## src/rtl/uart_pkg.sv

```systemverilog
// Shared UART definitions: receiver state encoding, default bit timing and the
// command framing bytes recognised by the downstream parser.
package uart_pkg;

    typedef enum logic [2:0] {
        RX_IDLE  = 3'd0,
        RX_START = 3'd1,
        RX_DATA  = 3'd2,
        RX_STOP  = 3'd3,
        RX_BREAK = 3'd4
    } rx_state_t;

    // 50 MHz system clock, 115200 baud
    localparam int DEFAULT_CLKS_PER_BIT = 434;

    localparam logic [7:0] CMD_START = 8'h73;  // 's'
    localparam logic [7:0] CMD_END   = 8'h65;  // 'e'

endpackage

```

## src/rtl/sync_2ff.sv

```systemverilog
// Two-flop synchronizer for a single asynchronous input; reset value is
// chosen by the instantiating module so an idle line does not look active.
module sync_2ff #(
    parameter logic RESET_VAL = 1'b1
) (
    input  logic clk,
    input  logic rst,
    input  logic i_d,
    output logic o_q
);

    logic r_meta;

    always_ff @(posedge clk or posedge rst) begin
        if (rst) begin
            r_meta <= RESET_VAL;
            o_q    <= RESET_VAL;
        end else begin
            r_meta <= i_d;
            o_q    <= r_meta;
        end
    end

endmodule

```

## src/rtl/uart_serial_rx.sv

```systemverilog
// 8N1 UART receiver with a single-entry holding register, framing-error and
// overrun reporting, and a valid/ready output handshake.
module uart_serial_rx
    import uart_pkg::*;
#(
    parameter int CLKS_PER_BIT = DEFAULT_CLKS_PER_BIT
) (
    input  logic       clk,
    input  logic       rst,
    input  logic       uart_rxd,
    input  logic       from_uart_ready,
    output logic [7:0] from_uart_data,
    output logic       from_uart_valid,
    output logic       from_uart_error
);

    // Output handshake: a byte moves to the consumer on every rising edge where
    // from_uart_valid and from_uart_ready are both high; while valid is high
    // without ready, data and error hold still.

    localparam int CW = (CLKS_PER_BIT > 1) ? $clog2(CLKS_PER_BIT) : 1;
    localparam logic [CW-1:0] HALF_CNT = CW'(CLKS_PER_BIT / 2 - 1);
    localparam logic [CW-1:0] FULL_CNT = CW'(CLKS_PER_BIT - 1);

    logic            w_rxs;
    logic            w_xfer;
    rx_state_t       r_state;
    logic [CW-1:0]   r_cnt;
    logic [2:0]      r_idx;
    logic [7:0]      r_shift;
    logic            r_done;
    logic            r_done_fe;
    logic            r_ovr;

    sync_2ff #(
        .RESET_VAL(1'b1)
    ) u_sync (
        .clk (clk),
        .rst (rst),
        .i_d (uart_rxd),
        .o_q (w_rxs)
    );

    always_ff @(posedge clk or posedge rst) begin
        if (rst) begin
            r_state   <= RX_IDLE;
            r_cnt     <= '0;
            r_idx     <= '0;
            r_shift   <= '0;
            r_done    <= 1'b0;
            r_done_fe <= 1'b0;
        end else begin
            r_done <= 1'b0;
            unique case (r_state)
                RX_IDLE: begin
                    if (!w_rxs) begin
                        r_state <= RX_START;
                        r_cnt   <= '0;
                    end
                end
                RX_START: begin
                    // Re-check the line mid start bit to reject short glitches
                    if (r_cnt == HALF_CNT) begin
                        r_cnt <= '0;
                        r_idx <= '0;
                        r_state <= w_rxs ? RX_IDLE : RX_DATA;
                    end else begin
                        r_cnt <= r_cnt + 1'b1;
                    end
                end
                RX_DATA: begin
                    if (r_cnt == FULL_CNT) begin
                        r_cnt          <= '0;
                        r_shift[r_idx] <= w_rxs;
                        if (r_idx == 3'd7) begin
                            r_state <= RX_STOP;
                        end else begin
                            r_idx <= r_idx + 1'b1;
                        end
                    end else begin
                        r_cnt <= r_cnt + 1'b1;
                    end
                end
                RX_STOP: begin
                    if (r_cnt == FULL_CNT) begin
                        r_cnt     <= '0;
                        r_done    <= 1'b1;
                        r_done_fe <= ~w_rxs;
                        r_state   <= w_rxs ? RX_IDLE : RX_BREAK;
                    end else begin
                        r_cnt <= r_cnt + 1'b1;
                    end
                end
                RX_BREAK: begin
                    if (w_rxs) begin
                        r_state <= RX_IDLE;
                    end
                end
                default: begin
                    r_state <= RX_IDLE;
                    r_cnt   <= '0;
                end
            endcase
        end
    end

    assign w_xfer = from_uart_valid & from_uart_ready;

    // r_shift stays untouched for at least half a bit after the stop sample,
    // so it can be loaded directly one cycle later.
    always_ff @(posedge clk or posedge rst) begin
        if (rst) begin
            from_uart_data  <= '0;
            from_uart_valid <= 1'b0;
            from_uart_error <= 1'b0;
            r_ovr           <= 1'b0;
        end else if (r_done) begin
            if (!from_uart_valid || w_xfer) begin
                from_uart_data  <= r_shift;
                from_uart_valid <= 1'b1;
                from_uart_error <= r_done_fe | r_ovr;
                r_ovr           <= 1'b0;
            end else begin
                r_ovr <= 1'b1;
            end
        end else if (w_xfer) begin
            from_uart_valid <= 1'b0;
        end
    end

endmodule

```

## config.mk

```make
export PLATFORM = sky130hd
export DESIGN_NAME = uart_serial_rx
export DESIGN_NICKNAME = d
export VERILOG_FILES = /design/src/rtl/uart_pkg.sv /design/src/rtl/sync_2ff.sv /design/src/rtl/uart_serial_rx.sv
export SDC_FILE = /design/constraint.sdc
export NUM_CORES = 1
export LEC_CHECK = 0
export BUFFER_PORTS_ARGS = -buffer_cell sky130_fd_sc_hd__buf_4
export CAP_MARGIN = 30
export CORE_MARGIN = 2
export CORE_UTILIZATION = 43
export DETAILED_ROUTE_END_ITERATION = 16
export PLACE_DENSITY = 0.73
export SLEW_MARGIN = 20
export SYNTH_ARGS = -nofsm -noshare
export SYNTH_HDL_FRONTEND = slang
export SYNTH_SLANG_ARGS = --single-unit
```

## constraint.sdc

```tcl
create_clock -name clk -period 1.9 [get_ports clk]
set_input_delay 0.475 -clock clk [delete_from_list [all_inputs] [get_ports clk]]
set_output_delay 0.475 -clock clk [all_outputs]
set_load 0.02 [all_outputs]
```

**Word-level counts from Yosys, hierarchy flattened**

Index checks and enable logic that the tools add are counted.

- Bitwise logic cells: 4
- Mux-type cells: 26
- Add/subtract/negate cells: 2
- Order comparisons: 2
- Reductions and logical operators: 14
- Equal/unequal tests: 15

Operators by type and width:

| kind | count |
|---|---|
| case mux 9 bit (4 select lines) | 1 |
| two-way mux 3 bit | 10 |
| two-way mux 9 bit | 3 |
| case mux 3 bit (5 select lines) | 1 |
| inequality test 2 bit (second input constant) | 6 |
| AND reduction 2 bit | 5 |
| adder 9 x 1 -> 9 bit (second input constant) | 1 |
| == test 9 x 8 -> 1 bit (second input constant) | 1 |
| == test 9 bit (second input constant) | 1 |
| bitwise mux 8 bit | 1 |
| two-way mux 1 bit | 7 |
| == test 3 x 2 -> 1 bit (second input constant) | 2 |
| == test 3 bit (second input constant) | 2 |
| case mux 3 bit (2 select lines) | 1 |
| AND reduction 6 bit | 1 |
| less-than comparator 3 x 4 -> 1 bit (second input constant) | 1 |
| inequality test 2 x 1 -> 1 bit (second input constant) | 2 |
| AND reduction 4 bit | 1 |
| nonzero test 2 bit | 2 |
| adder 3 x 1 -> 3 bit (second input constant) | 1 |
| demux 1 bit (select 3 bit) | 1 |
| == test 3 x 1 -> 1 bit (second input constant) | 1 |
| greater-or-equal comparator 3 x 1 -> 1 bit (second input constant) | 1 |
| logical NOT 3 bit | 1 |
| 8 further kinds | 9 |

- Word-level logic and storage cells: 75
- Register bits after elaboration: 38
- Output and inout bits: 10
- Input bits: 4

**Logic depth before layout (Yosys ltp)**

Gate-level depths: netlist of run 1.

- Depth in word-level cells: 5
- Gate-level depth with buffers: 6
- Mapped depth without buffers: 6

**Cells and area by module**

Synthesis of run 1 repeated with hierarchy kept, for this count alone.

- Cell total of the unflattened synthesis: 170
- Area, all modules: 1823.0 sq um

Modules (own cells, without submodules):

| module | seq. area each (sq um) | instances | cells each | area each (sq um) |
|---|---|---|---|---|
| uart_serial_rx | 900.9 | 1 | 167 | 1766.7 |
| sync_2ff | 52.6 | 1 | 3 | 56.3 |

**Worst setup path after synthesis of run 1**

Ideal clock, no wire load.

- Path type: flip-flop to flip-flop
- Start: reg r_cnt[1]
- End: reg r_shift[5]
- Setup time: 0.125 ns
- Slack: -0.012 ns
- Arrival: 1.787 ns
- Period minus slack after synthesis: 1.912 ns
- Path buffers: 0
- Data required time: 1.775 ns
- Cell stages (with the launch flop): 7
- Cell sequence: dfrtp_1 inv_1 ha_1 nand4b_1 or4_4 nor3b_2 mux2_2

- Longest elaborated chain between the ends: 2

Ends and longest elaborated chain:

| what | line | RTL |
|---|---|---|
| start, declared | uart_serial_rx.sv:28 | `logic [CW-1:0] r_cnt;` |
| start signal, assigned | uart_serial_rx.sv:68 | `r_cnt <= r_cnt + 1'b1;` |
| start signal, assigned | uart_serial_rx.sv:81 | `r_cnt <= r_cnt + 1'b1;` |
| start signal, assigned | uart_serial_rx.sv:91 | `r_cnt <= r_cnt + 1'b1;` |
| == test 9 bit | uart_serial_rx.sv:72 | `if (r_cnt == FULL_CNT) begin` |
| AND reduction 2 bit (no source line) | n/a |  |
| end signal, assigned by index | uart_serial_rx.sv:74 | `r_shift[r_idx] <= w_rxs;` |
| end, declared | uart_serial_rx.sv:30 | `logic [7:0] r_shift;` |

No other way between the ends.
A chain may end at the register's enable or synchronous reset.

**Worst setup path after layout of run 1**

Ends and elaborated chain as after synthesis.

==> results of run 1 <==
## cells in the final DEF, fill, tap and decap left out, drive strengths merged, types with 3 or more instances in the layout
master,instances
dfrtp,36
buf,36
nand2,20
mux2,17
o21ai,13
nor3,7
nor2,7
a21oi,7
clkbuf,6
inv,6
nand3,5
ha,5
nor2b,3
o211ai,3
or4,3
## per-layer routing
| layer | vias up | track usage [%] |
|---|---|---|
| met5 | - | 0 |
| met4 | 0 | 5.88 |
| met3 | 7 | 4.07 |
| met2 | 32 | 25.4 |
| met1 | 698 | 22.8 |
| li1 | 681 | - |
## cell families after synthesis
logic type / count (synthesis) / synth area share (%)
AOI/OAI and AO/OA: 30 / 9.73
xor gates and xnor gates: 1 / 0.477
muxes: 19 / 11.5
DFF: 38 / 51.9
and+or+nand+nor: 65 / 20.6
buffers and inverters: 11 / 2.45
adders and majority gates: 5 / 3.40
## synthesized netlist by cell type, types with 3 or more instances
cell type | count | area (um2)
o21ai_0 | 13 | 65.1
clkbuf_1 | 3 | 11.3
nor3_1 | 7 | 35.0
a21oi_1 | 7 | 35.0
ha_1 | 5 | 62.6
nor2b_1 | 3 | 18.8
nand3_1 | 5 | 25.0
inv_1 | 6 | 22.5
nand2_1 | 20 | 75.1
o211ai_1 | 3 | 22.5
dfrtp_1 | 36 | 901
mux2_2 | 17 | 191
nor2_1 | 7 | 26.3
## power breakdown
part / total (mW) / internal [mW] / switching [mW]
clock network: 0.702 / 0.420 / 0.282
logic: 0.0249 / 0.00712 / 0.0178
registers: 0.817 / 0.812 / 0.00452
total: 1.54 / 1.24 / 0.304
## critical path, delay by kind of cell (launching register included)
family	cells	cell delay, ps
AND/OR/NAND/NOR	3	910
buffers and inverters	1	80
multiplexers	1	320
adder cells (fa/ha/maj)	1	130
flip-flops	1	390
## stage by stage
step	cell area (um2)	setup WS [ps]	total power [mW]	TNS [ps]
final	2300	-38.2	1.54	-110
after global routing	2300	-88.4	1.59	-436
after CTS	2280	-25.9	1.55	-25.9
after detailed placement	2130	-58.5	0.858	-144
after global placement	2130	6.86	0.858	0
after floorplan	1840	6.71	0.846	0
## state kept, by name, summed over array words and instances, names as in the netlist
name             cells
from_uart_data       8
r_ovr                1
from_uart_error      1
r_idx                3
u_sync.o_q           1
r_state              3
u_sync.r_meta        1
from_uart_valid      1
r_shift              8
r_done               1
r_done_fe            1
r_cnt                9
## repair_timing
item / in CTS / in global routing
gates resized for setup: 3 / 5
buffers inserted: 3 / 0
endpoints found under the hold margin: 0 / 0
endpoints found under the setup margin: 4 / 11
pin swaps: 2 / 0
## final timing paths
path	start	endpoint	slack [ps]	cells after the start
worst max-delay path	r_cnt[1]	r_shift[5]	-40	6
worst min-delay path	uart_rxd	u_sync.r_meta	290	1
worst max register to register	r_cnt[1]	r_shift[5]	-40	6
worst min register to register	u_sync.r_meta	u_sync.o_q	360	0
max in group asynchronous	rst	u_sync.o_q	1240	3
min in group asynchronous	rst	r_cnt[2]	300	3
## cell type report
cell class / count / area share, %
clock inverter: 1 / 1.31
sequential: 38 / 41.5
timing repair buffer: 36 / 11.8
tap: 50 / 2.72
multi-input combinational: 120 / 38.1
clock buffer: 6 / 3.60
inverter: 6 / 0.981
==> impl_metrics.env, run 1 <==
export IMPL_finalMaxSlewViolations=0
export IMPL_placementRows=23
export IMPL_final_nets=216
export IMPL_fin_ws_ps=-38.2
export IMPL_synth_seq_cells=38
export IMPL_path_cells="inv_2 > ha_4 > nand4b_1 > or4_4 > nor3b_4 > mux2_4"
export IMPL_via_per_inst=5.52
export IMPL_multiInputGateArea_um2=875
export IMPL_hp_class="in -> reg"
export IMPL_io_pins=14
export IMPL_yosysWarnings=0
export IMPL_drt_iter0_markers=121
export IMPL_slowest_stage="or4_4"
export IMPL_syn_area_per_cell_um2=10.9
export IMPL_cts_htree_levels=2
export IMPL_final_fill_count=338
export IMPL_drc_errors=0
export IMPL_grt_max_degree=39
export IMPL_grt_overflow=0
export IMPL_die_height_um=69.4
export IMPL_power_leakage_nw=1.06
export IMPL_wl_met1_mm=1.76
export IMPL_p_per_area_mw_per_mm2=672
export IMPL_whs_ps=288
export IMPL_dr_pass1_iters=4
export IMPL_antenna_cells=0
export IMPL_synth_edff_count=0
export IMPL_post_drt_wl_per_cell_um=14.5
export IMPL_highest_layer="met4"
export IMPL_syn_instance_count=169
export IMPL_cp_end_kind="flip-flop"
export IMPL_gp_congestion=0.857
export IMPL_synthToLayoutAreaGrowth_pct=24.9
export IMPL_portBuffers=13
export IMPL_wl_met3_um=143
export IMPL_dp_hpwl_mm=2.54
export IMPL_final_util_pct=56.6
export IMPL_status="complete, but fails checks"
export IMPL_grt_pass1_vias=1339
export IMPL_via_count=1418
export IMPL_ys_seq_area_share_pct=51.9
export IMPL_cts_buffers=5
export IMPL_period_share_pct=102
export IMPL_fmax_mhz=516
export IMPL_cap_violations=0
export IMPL_finalHoldViolCount=0
export IMPL_violations="setup timing"
export IMPL_start_util_pct=45.3
export IMPL_ys_flop_type="dfrtp_1"
export IMPL_drive_gt1_share_pct=36.2
export IMPL_cp_arrival_ps=2120
export IMPL_grt_setup_unrepaired="yes"
export IMPL_cp_data_required_time_ps=2080
export IMPL_finalNonFillerCells=257
export IMPL_antenna_found_initial=0
export IMPL_ir_drop_uv=381
export IMPL_place_inst=247
export IMPL_routed_wl_met2_mm=1.75
export IMPL_slew_headroom_pct=65.5
export IMPL_clk_pin_slew_ps=70
export IMPL_grt_util_all_layers_pct=16.5
export IMPL_start_kind="flip-flop"
export IMPL_fin_crit_ps=1940
export IMPL_path_class="reg -> reg"
export IMPL_cts_hold_buf=0
export IMPL_root_buffer="clkbuf_8"
export IMPL_finalClockSkew_ps=7.77
export IMPL_routed_wl_mm=3.72
export IMPL_die_area_mm2=0.00481
export IMPL_slowest_delay_ps=580
export IMPL_grt_pass1_wl_mm=6.35
export IMPL_synthesis_nets=178
export IMPL_die_x_um=69.4
export IMPL_worst_slew_pin_slew_ps=513
export IMPL_async_flop_share_pct=100
export IMPL_setup_viol=6
export IMPL_cts_path_max_buffers=2
export IMPL_core_mm2=0.00406
export IMPL_register_area_um2=953
export IMPL_antenna_left=0
export IMPL_crit_path_max_fanout=4
export IMPL_cts_sinks=38
export IMPL_syn_area_mm2=0.00184
export IMPL_synth_distinct_cells=41
export IMPL_clock_latency_ps=290
export IMPL_cts_tree="built"
(Power assumes the default switching activity.)
==> inputs of run 2 (changes only) <==
- HOLD_SLACK_MARGIN: not set -> 0.03
- SKIP_LAST_GASP: not set -> 1
==> run 2 against run 1 <==
Compared with the run above: the flow still finishes with violations (setup timing); final area stayed put; sequential cell count is the same; clock-buffer cell count stayed put; power unchanged; register-to-register slack about the same; non-clock buffer count unchanged; worst setup slack unchanged; final cell count is the same; fmax unchanged; first-iteration DRC count is 5.0% higher.
==> impl_metrics.env, run 2 (synthesis gave the netlist of run 1 again) <==
export IMPL_drc_errors=0
export IMPL_p_per_area_mw_per_mm2=672
export IMPL_dp_hpwl_mm=2.54
export IMPL_portBuffers=13
export IMPL_setup_viol=6
export IMPL_p_total_mw=1.54
export IMPL_final_nets=216
export IMPL_cp_top_family="simple AND/OR/NAND/NOR gates"
export IMPL_grt_pass1_vias=1339
export IMPL_internal_power_mw=1.24
export IMPL_finalMaxSlewViolations=0
export IMPL_grt_max_degree=39
export IMPL_fin_ws_ps=-38.2
export IMPL_routed_wl_mm=3.72
export IMPL_root_buffer="clkbuf_8"
export IMPL_grt_util_all_layers_pct=16.5
export IMPL_cp_end_kind="flip-flop"
export IMPL_io_pins=14
export IMPL_p_sw_share_pct=19.7
export IMPL_die_x_um=69.4
export IMPL_post_place_ws_ps=-58.5
export IMPL_final_util_pct=56.6
export IMPL_worst_slew_pin_slew_ps=513
export IMPL_status="complete, but fails checks"
export IMPL_start_kind="flip-flop"
export IMPL_die_height_um=69.4
export IMPL_cts_hold_buf=0
export IMPL_clockPowerShare_pct=45.5
export IMPL_placementRows=23
export IMPL_grt_overflow=0
export IMPL_period_share_pct=102
export IMPL_finalNonFillerCells=257
export IMPL_antenna_left=0
export IMPL_crit_path_max_fanout=4
export IMPL_cts_sinks=38
export IMPL_grt_pass1_wl_mm=6.35
export IMPL_clk_pin_slew_ps=70
export IMPL_largest_register_ffs=9
export IMPL_cp_num_buf_inv=1
export IMPL_antenna_cells=0
export IMPL_finalHoldViolCount=0
export IMPL_fin_crit_ps=1940
export IMPL_drt_iter0_markers=127
export IMPL_pwr_share_comb_pct=1.6
export IMPL_slowest_stage="or4_4"
export IMPL_finalClockSkew_ps=7.77
export IMPL_drive_gt1_share_pct=36.2
export IMPL_grt_setup_unrepaired="yes"
export IMPL_slew_headroom_pct=65.5
export IMPL_seq_power_share_pct=52.9
export IMPL_via_count=1418
export IMPL_cp_data_required_time_ps=2080
export IMPL_fmax_mhz=516
export IMPL_layout_common_cells="36 x dfrtp_1, 36 x buf_4, 20 x nand2_1"
export IMPL_final_fill_count=338
export IMPL_top_register="r_cnt"
export IMPL_cts_htree_levels=2
export IMPL_power_switching_uw=304
export IMPL_dr_pass1_iters=4
export IMPL_start_util_pct=45.3
export IMPL_power_leakage_nw=1.06
export IMPL_place_inst=247
export IMPL_reg_top3="r_cnt (9), from_uart_data (8), r_shift (8)"
export IMPL_path_class="reg -> reg"
export IMPL_die_area_mm2=0.00481
export IMPL_post_drt_wl_per_cell_um=14.5
export IMPL_clock_latency_ps=290
export IMPL_cts_buffers=5
export IMPL_cap_violations=0
export IMPL_via_per_inst=5.52
export IMPL_ir_drop_uv=381
export IMPL_core_mm2=0.00406
export IMPL_slowest_delay_ps=580
export IMPL_synthToLayoutAreaGrowth_pct=24.9
export IMPL_violations="setup timing"
export IMPL_antenna_found_initial=0
export IMPL_cts_tree="built"
export IMPL_path_cells="inv_2 > ha_4 > nand4b_1 > or4_4 > nor3b_4 > mux2_4"
export IMPL_cts_path_max_buffers=2
export IMPL_cp_arrival_ps=2120
export IMPL_hp_class="in -> reg"
export IMPL_gp_congestion=0.857
## run 2: path summary, 6_finish.rpt
kind                       slack (ps)             to          start  cells past startpoint
max                               -40     r_shift[5]       r_cnt[1]                      6
min                               290  u_sync.r_meta       uart_rxd                      1
max reg2reg                       -40     r_shift[5]       r_cnt[1]                      6
min reg2reg                       360     u_sync.o_q  u_sync.r_meta                      0
max in group asynchronous        1240     u_sync.o_q            rst                      3
min in group asynchronous         300       r_cnt[2]            rst                      3
## run 2: metal layers
| metal | GRT usage [%] | vias up | routed length [um] |
|---|---|---|---|
| met5 | 0 | - | 0 |
| met4 | 5.88 | 0 | 60 |
| met3 | 4.07 | 7 | 143 |
| met2 | 25.4 | 32 | 1750 |
| met1 | 22.8 | 698 | 1760 |
| li1 | - | 681 | - |
## run 2: power by group through the flow
| stage | clock network [mW] | registers, mW | logic (mW) |
|---|---|---|---|
| floorplan | 0 | 0.829 | 0.0168 |
| global placement | 0 | 0.832 | 0.0259 |
| detailed placement | 0 | 0.832 | 0.0262 |
| CTS | 0.712 | 0.816 | 0.0264 |
| global route | 0.746 | 0.817 | 0.0293 |
| finish | 0.702 | 0.817 | 0.0249 |
## run 2: what timing repair did
item | CTS | global route
endpoints found under the hold margin | 0 | 0
resized for setup | 3 | 5
endpoints found under the setup margin | 4 | 11
pin swaps | 2 | 0
setup buffers | 3 | 0
## run 2: cell type report
class	count	area (um2)	share of cell area [%]
clock buffers	6	82.6	3.60
clock inverters	1	30.0	1.31
inverters	6	22.5	0.981
multi-input cells	120	875	38.1
flip-flops and latches	38	953	41.5
well taps	50	62.6	2.72
repair buffers	36	270	11.8
## run 2: worst reg2reg max path, cell delays in order, from the launching register on
cell and delay (ps):
dfrtp_1 390, inv_2 80, ha_4 130, nand4b_1 110
or4_4 580, nor3b_4 220, mux2_4 320
## run 2: metrics by stage
step	hold slack, ps	TNS [ps]	instance area [um2]
floorplan	345	0	1840
CTS	286	-25.9	2280
finish	288	-110	2300
detailed placement	351	-144	2130
global route	282	-436	2300
global placement	350	0	2130
